===== src/rtl/vga_timing_pkg.sv =====
// vga_timing_pkg: default 640x480@60 geometry, derived totals and sync
// window constants, and a helper that sizes the scan counters.
package vga_timing_pkg;

   localparam int unsigned DEF_COUNT_W  = 16;

   localparam int unsigned DEF_H_ACTIVE = 640;
   localparam int unsigned DEF_H_FP     = 16;
   localparam int unsigned DEF_H_SYNC   = 96;
   localparam int unsigned DEF_H_BP     = 48;

   localparam int unsigned DEF_V_ACTIVE = 480;
   localparam int unsigned DEF_V_FP     = 10;
   localparam int unsigned DEF_V_SYNC   = 2;
   localparam int unsigned DEF_V_BP     = 33;

   localparam int unsigned DEF_H_TOTAL  = DEF_H_ACTIVE + DEF_H_FP + DEF_H_SYNC + DEF_H_BP;
   localparam int unsigned DEF_V_TOTAL  = DEF_V_ACTIVE + DEF_V_FP + DEF_V_SYNC + DEF_V_BP;

   localparam int unsigned DEF_H_SYNC_START = DEF_H_ACTIVE + DEF_H_FP;
   localparam int unsigned DEF_H_SYNC_END   = DEF_H_SYNC_START + DEF_H_SYNC - 1;
   localparam int unsigned DEF_V_SYNC_START = DEF_V_ACTIVE + DEF_V_FP;
   localparam int unsigned DEF_V_SYNC_END   = DEF_V_SYNC_START + DEF_V_SYNC - 1;

   // Smallest counter width able to hold 0..total-1.
   function automatic int unsigned count_width(input int unsigned total);
      if (total <= 2)
         return 1;
      return int'($clog2(total));
   endfunction

endpackage


===== src/rtl/vga_axis_counter.sv =====
// vga_axis_counter: one scan axis (horizontal or vertical). Wraps at TOTAL-1
// by equality compare; sync/active are registered from the next-state count
// so they line up with the count presented in the same cycle.
module vga_axis_counter
   import vga_timing_pkg::*;
#(
   parameter int unsigned COUNT_W    = DEF_COUNT_W,
   parameter int unsigned TOTAL      = DEF_H_TOTAL,
   parameter int unsigned ACTIVE     = DEF_H_ACTIVE,
   parameter int unsigned SYNC_START = DEF_H_SYNC_START,
   parameter int unsigned SYNC_END   = DEF_H_SYNC_END,
   parameter bit          POL        = 1'b0
) (
   input  logic               clk,
   input  logic               rst_n,
   input  logic               step,
   output logic [COUNT_W-1:0] count,
   output logic               sync,
   output logic               active,
   output logic               active_nxt,
   output logic               wrap
);

   localparam logic [COUNT_W-1:0] LAST   = COUNT_W'(TOTAL - 1);
   localparam logic [COUNT_W-1:0] ACT    = COUNT_W'(ACTIVE);
   localparam logic [COUNT_W-1:0] SYNC_S = COUNT_W'(SYNC_START);
   localparam logic [COUNT_W-1:0] SYNC_E = COUNT_W'(SYNC_END);

   logic [COUNT_W-1:0] count_q, count_d;
   logic               sync_q, sync_d;
   logic               active_q, active_d;
   logic               at_last;

   assign at_last = (count_q == LAST);
   assign wrap    = step & at_last;

   // Next-state count and the sync/active flags decoded from it.
   always_comb begin
      count_d = count_q;
      if (step)
         count_d = at_last ? '0 : count_q + COUNT_W'(1);
      sync_d   = ((count_d >= SYNC_S) && (count_d <= SYNC_E)) ? POL : ~POL;
      active_d = (count_d < ACT);
   end

   // State registers; reset parks the axis at position 0.
   always_ff @(posedge clk) begin
      if (!rst_n) begin
         count_q  <= '0;
         sync_q   <= ~POL;
         active_q <= 1'b1;
      end else begin
         count_q  <= count_d;
         sync_q   <= sync_d;
         active_q <= active_d;
      end
   end

   assign count      = count_q;
   assign sync       = sync_q;
   assign active     = active_q;
   assign active_nxt = active_d;

endmodule


===== src/rtl/vga_timing_gen.sv =====
// vga_timing_gen: parametrised VGA raster timing. Horizontal axis steps on
// pix_en, vertical axis steps on the horizontal wrap.
// Optional macro VGA_FRAME_COUNT_EN adds an 8-bit wrapping frame counter
// output frame_cnt.
module vga_timing_gen
   import vga_timing_pkg::*;
#(
   parameter int unsigned COUNT_W   = DEF_COUNT_W,
   parameter int unsigned H_ACTIVE  = DEF_H_ACTIVE,
   parameter int unsigned H_FP      = DEF_H_FP,
   parameter int unsigned H_SYNC    = DEF_H_SYNC,
   parameter int unsigned H_BP      = DEF_H_BP,
   parameter int unsigned V_ACTIVE  = DEF_V_ACTIVE,
   parameter int unsigned V_FP      = DEF_V_FP,
   parameter int unsigned V_SYNC    = DEF_V_SYNC,
   parameter int unsigned V_BP      = DEF_V_BP,
   parameter bit          HSYNC_POL = 1'b0,
   parameter bit          VSYNC_POL = 1'b0
) (
   input  logic               clk,
   input  logic               rst_n,
   input  logic               pix_en,
   output logic [COUNT_W-1:0] h_count,
   output logic [COUNT_W-1:0] v_count,
   output logic               hsync,
   output logic               vsync,
   output logic               video_on,
   output logic               line_end,
   output logic               frame_end
`ifdef VGA_FRAME_COUNT_EN
   ,
   output logic [7:0]         frame_cnt
`endif
);

   localparam int unsigned H_TOTAL      = H_ACTIVE + H_FP + H_SYNC + H_BP;
   localparam int unsigned V_TOTAL      = V_ACTIVE + V_FP + V_SYNC + V_BP;
   localparam int unsigned H_SYNC_START = H_ACTIVE + H_FP;
   localparam int unsigned H_SYNC_END   = H_SYNC_START + H_SYNC - 1;
   localparam int unsigned V_SYNC_START = V_ACTIVE + V_FP;
   localparam int unsigned V_SYNC_END   = V_SYNC_START + V_SYNC - 1;

   logic h_wrap, v_wrap;
   logic h_act_nxt, v_act_nxt;
   logic video_on_q;

   vga_axis_counter #(
      .COUNT_W    (COUNT_W),
      .TOTAL      (H_TOTAL),
      .ACTIVE     (H_ACTIVE),
      .SYNC_START (H_SYNC_START),
      .SYNC_END   (H_SYNC_END),
      .POL        (HSYNC_POL)
   ) u_h_axis (
      .clk        (clk),
      .rst_n      (rst_n),
      .step       (pix_en),
      .count      (h_count),
      .sync       (hsync),
      .active     (),
      .active_nxt (h_act_nxt),
      .wrap       (h_wrap)
   );

   vga_axis_counter #(
      .COUNT_W    (COUNT_W),
      .TOTAL      (V_TOTAL),
      .ACTIVE     (V_ACTIVE),
      .SYNC_START (V_SYNC_START),
      .SYNC_END   (V_SYNC_END),
      .POL        (VSYNC_POL)
   ) u_v_axis (
      .clk        (clk),
      .rst_n      (rst_n),
      .step       (h_wrap),
      .count      (v_count),
      .sync       (vsync),
      .active     (),
      .active_nxt (v_act_nxt),
      .wrap       (v_wrap)
   );

   // video_on gets its own flop (from both next-state active flags) rather
   // than ANDing the two registered flags, which could glitch at line wrap.
   always_ff @(posedge clk) begin
      if (!rst_n)
         video_on_q <= 1'b1;
      else
         video_on_q <= h_act_nxt & v_act_nxt;
   end

   assign video_on  = video_on_q;
   assign line_end  = h_wrap;
   // The vertical wrap already includes the horizontal wrap via its step.
   assign frame_end = v_wrap;

`ifdef VGA_FRAME_COUNT_EN
   logic [7:0] frame_cnt_q;

   // Free-running frame counter, bumps on each frame_end tick.
   always_ff @(posedge clk) begin
      if (!rst_n)
         frame_cnt_q <= '0;
      else if (frame_end)
         frame_cnt_q <= frame_cnt_q + 8'd1;
   end

   assign frame_cnt = frame_cnt_q;
`endif

endmodule


===== config.mk =====
export PLATFORM = sky130hd
export DESIGN_NAME = vga_timing_gen
export DESIGN_NICKNAME = d
export VERILOG_FILES = /design/src/rtl/vga_timing_pkg.sv /design/src/rtl/vga_axis_counter.sv /design/src/rtl/vga_timing_gen.sv
export SDC_FILE = /design/constraint.sdc
export NUM_CORES = 1
export LEC_CHECK = 0
export BUFFER_PORTS_ARGS = -buffer_cell sky130_fd_sc_hd__buf_2
export CAP_MARGIN = 20
export CORE_MARGIN = 2
export CORE_UTILIZATION = 60
export DETAILED_ROUTE_END_ITERATION = 7
export GPL_TIMING_DRIVEN = 1
export PLACE_DENSITY = 0.92
export SKIP_CTS_REPAIR_TIMING = 1
export SYNTH_ARGS = -nofsm -noshare
export SYNTH_HDL_FRONTEND = slang
export SYNTH_SLANG_ARGS = --single-unit

===== constraint.sdc =====
create_clock -name clk -period 4.3 [get_ports clk]
set_clock_uncertainty 0.2 [all_clocks]
set_input_delay 0.86 -clock clk [delete_from_list [all_inputs] [get_ports clk]]
set_output_delay 0.86 -clock clk [all_outputs]
set_load 0.01 [all_outputs]

==> out/results.ini <==
[place]
placed_area_um2 = 2340
port_buffers = 39
place.gp.congestion = 0.890
dp_hpwl_um = 4090

[global_routing]
grt_pass1_vias = 1963
track_usage = 0.291
grt_remaining_overflow = 0
antenna_found_initial = 0
grt_max_degree = 13
grt_pass1_wl_um = 9380

[timing]
post-route-period-util = 0.768
worst_slew_pin_slew_ps = 980
slew_viol_final = 0
setup_tns_ps = 0
period_minus_slack_ps = 3300
setup_viol = 0
slew_headroom = 0.341
rsz0062_at_grt = no
hold_viol_final = 0
fmax_ghz = 0.303

[floorplanning]
ios = 40
die_area_um2 = 4080
row_count = 21
chipHeight_um = 63.9
initial_core_util = 0.635
fp.dieW_um = 63.9
core_um2 = 3390

[logic_synthesis]
synth_area_leader_cell = dfxtp_1
yosysMostFrequentCell = dfxtp_1
synth-edff-count = 0
synth_area_per_cell_um2 = 8.24
syn_area_um2 = 2150
yosysSeqAreaShare = 0.326
netlist.area_leader.share = 0.326
synth_flop_cell = dfxtp_1
synth_area_leaders = dfxtp_1 33%, xor2_1 6.1%, xnor2_1 5.3%
synth-seq-cells = 35
synthTopCellsByCount = 35 x dfxtp_1, 27 x nor2_1, 25 x nand2_1, 15 x nand4_1, 15 x xor2_1
yosysUniqueCellTypes = 55
yosys_warnings = 0
async_flop_share = 0
syn_nets = 267
netlist_instances = 261

[worst_setup_path]
path_buf_inv = 1
cp_slowest_cell = dfxtp_1
crit_arrival_ps = 2240
critical-path-max-stage-delay_ps = 510
crit_start = u_v_axis.count[3]
crit_path_start_kind = register
r2r_end = u_v_axis.count[14]
regToRegStartpoint = u_v_axis.count[3]
r2r_cells = 5
crit_end = frame_end
crit_type = reg2out
cp_max_fo = 9
path_cells = nor4bb_1, nand4_1, nor2_1, buf_2
worstSetupEndpointType = output port
r2r_setup_slack_ps = 1220
cp_top_family = simple AND/OR/NAND/NOR gates
cp.depth = 4
cp.required_ps = 3240

[clock_tree]
clock_sinks = 35
cts_buffers = 5
tritoncts = done
cts_root_buf = clkbuf_4
clockBufferDepth = 2
clk_latency_ps = 370
htree_num_levels = 2
path_clk_slew_ps = 120

[detailed_routing]
wl_per_cell_um = 16.2
routed_wl_um = 5530
vias = 2120
drc = 0
drt-initial-drc-count = 184
viasPerCell = 6.20
drtAntennaViolNets = 0
dr.pass1.iters = 6

[cells_and_area]
drive_gt1_frac = 0.199
num_antenna_cells = 0
area_delta_synth_final_pct = 11.5
layout.nets = 301
fin_area_um2 = 2400
nFillCells = 272

[power_and_ir_drop]
leakagePower_nw = 0.966
ir_worst_vdd_mv = 0.209
powerDensity_nw_per_um2 = 223

[run]
cap_violations = 0

[run_status]
status = complete, no violations

[worst_hold_path]
min_path_type = reg2reg

-- cell families (layout without fill, tap and decap cells) --
| kind of cell | Yosys count | count (layout) | share of synthesized area |
|---|---|---|---|
| and+or+nand+nor | 137 | 137 | 0.362 |
| AOI/OAI and AO/OA | 36 | 36 | 0.120 |
| adders and majority gates | 3 | 3 | 0.0175 |
| DFF | 35 | 35 | 0.326 |
| xor gates and xnor gates | 28 | 28 | 0.114 |
| buffers and inverters | 18 | 53 | 0.0419 |
| muxes | 4 | 4 | 0.0186 |
-- per-layer routing --
metal	track usage	vias up	routed length (um)
met5	0	-	0
met4	0.128	0	115
met3	0.0458	17	414
met2	0.486	125	2640
met1	0.369	956	2360
li1	-	1022	-
-- area by class of cell --
class                   instances  area (um2)  area share
well taps                      46        57.6      0.0240
clock inverters                 3        20.0     0.00835
clock buffers                   5        37.5      0.0157
multi-input cells             208        1360       0.567
repair buffers                 40         203      0.0846
inverters                       5        18.8     0.00783
flip-flops and latches         35         701       0.292
-- registers in the layout (all words and copies together) (netlist names) --
| register | count |
|---|---|
| u_v_axis.sync | 1 |
| video_on | 1 |
| u_h_axis.count | 16 |
| u_v_axis.count | 16 |
| u_h_axis.sync | 1 |
-- stage by stage --
| stage | utilization | cells | setup WS [ps] | hold WS, ps | power [mW] |
|---|---|---|---|---|---|
| global placement | 0.690 | 334 | 1230 | 341 | 0.350 |
| CTS | 0.707 | 342 | 1060 | 367 | 0.532 |
| floorplan | - | 261 | 1370 | 360 | 0.345 |
| finish | 0.707 | 342 | 999 | 363 | 0.534 |
| detailed placement | 0.690 | 334 | 1120 | 350 | 0.351 |
| global route | 0.707 | 342 | 927 | 393 | 0.548 |
-- power by group --
part | switching, mW | internal [mW]
clock | 0.127 | 0.0623
sequential | 0.00311 | 0.326
combinational | 0.00965 | 0.00553
-- worst min-delay path, cell delays in order, from the launching register on --
cell and delay (ps):
dfxtp_1 380, o21ai_0 90, a21oi_1 60
-- worst min path at each step --
stage / startpoint / endpoint / cells past startpoint
6_report: u_h_axis.count[15] / u_h_axis.count[15] / 2
3_5_place_dp: u_h_axis.count[15] / u_h_axis.count[15] / 2
4_1_cts: u_h_axis.count[15] / u_h_axis.count[15] / 2
5_1_grt: u_h_axis.count[15] / u_h_axis.count[15] / 2
2_1_floorplan: u_h_axis.count[15] / u_h_axis.count[15] / 2
3_3_place_gp: u_h_axis.count[15] / u_h_axis.count[15] / 2
-- layout by cell type (no fill, tap or decap), types with 3 or more instances in the layout --
| cell type | synthesis | routed |
|---|---|---|
| clkbuf_4 | 0 | 5 |
| ha_1 | 3 | 3 |
| nor4_2 | 3 | 3 |
| mux2i_1 | 4 | 4 |
| and2_1 | 9 | 9 |
| nor4_1 | 3 | 3 |
| or3_1 | 3 | 3 |
| nand2b_1 | 4 | 4 |
| a31oi_1 | 3 | 3 |
| and4_1 | 10 | 10 |
| xor2_1 | 15 | 15 |
| nand3_1 | 11 | 11 |
| nand2_1 | 25 | 25 |
| and3_1 | 7 | 7 |
| nor2_1 | 27 | 27 |
| dfxtp_1 | 35 | 35 |
| buf_2 | 5 | 39 |
| a21oi_1 | 4 | 4 |
| xnor2_1 | 13 | 13 |
| o21ai_0 | 6 | 6 |
| nand4_1 | 15 | 15 |
| inv_1 | 4 | 4 |
| nor3_1 | 6 | 6 |
No activity file was read; power rests on OpenSTA's default activity.
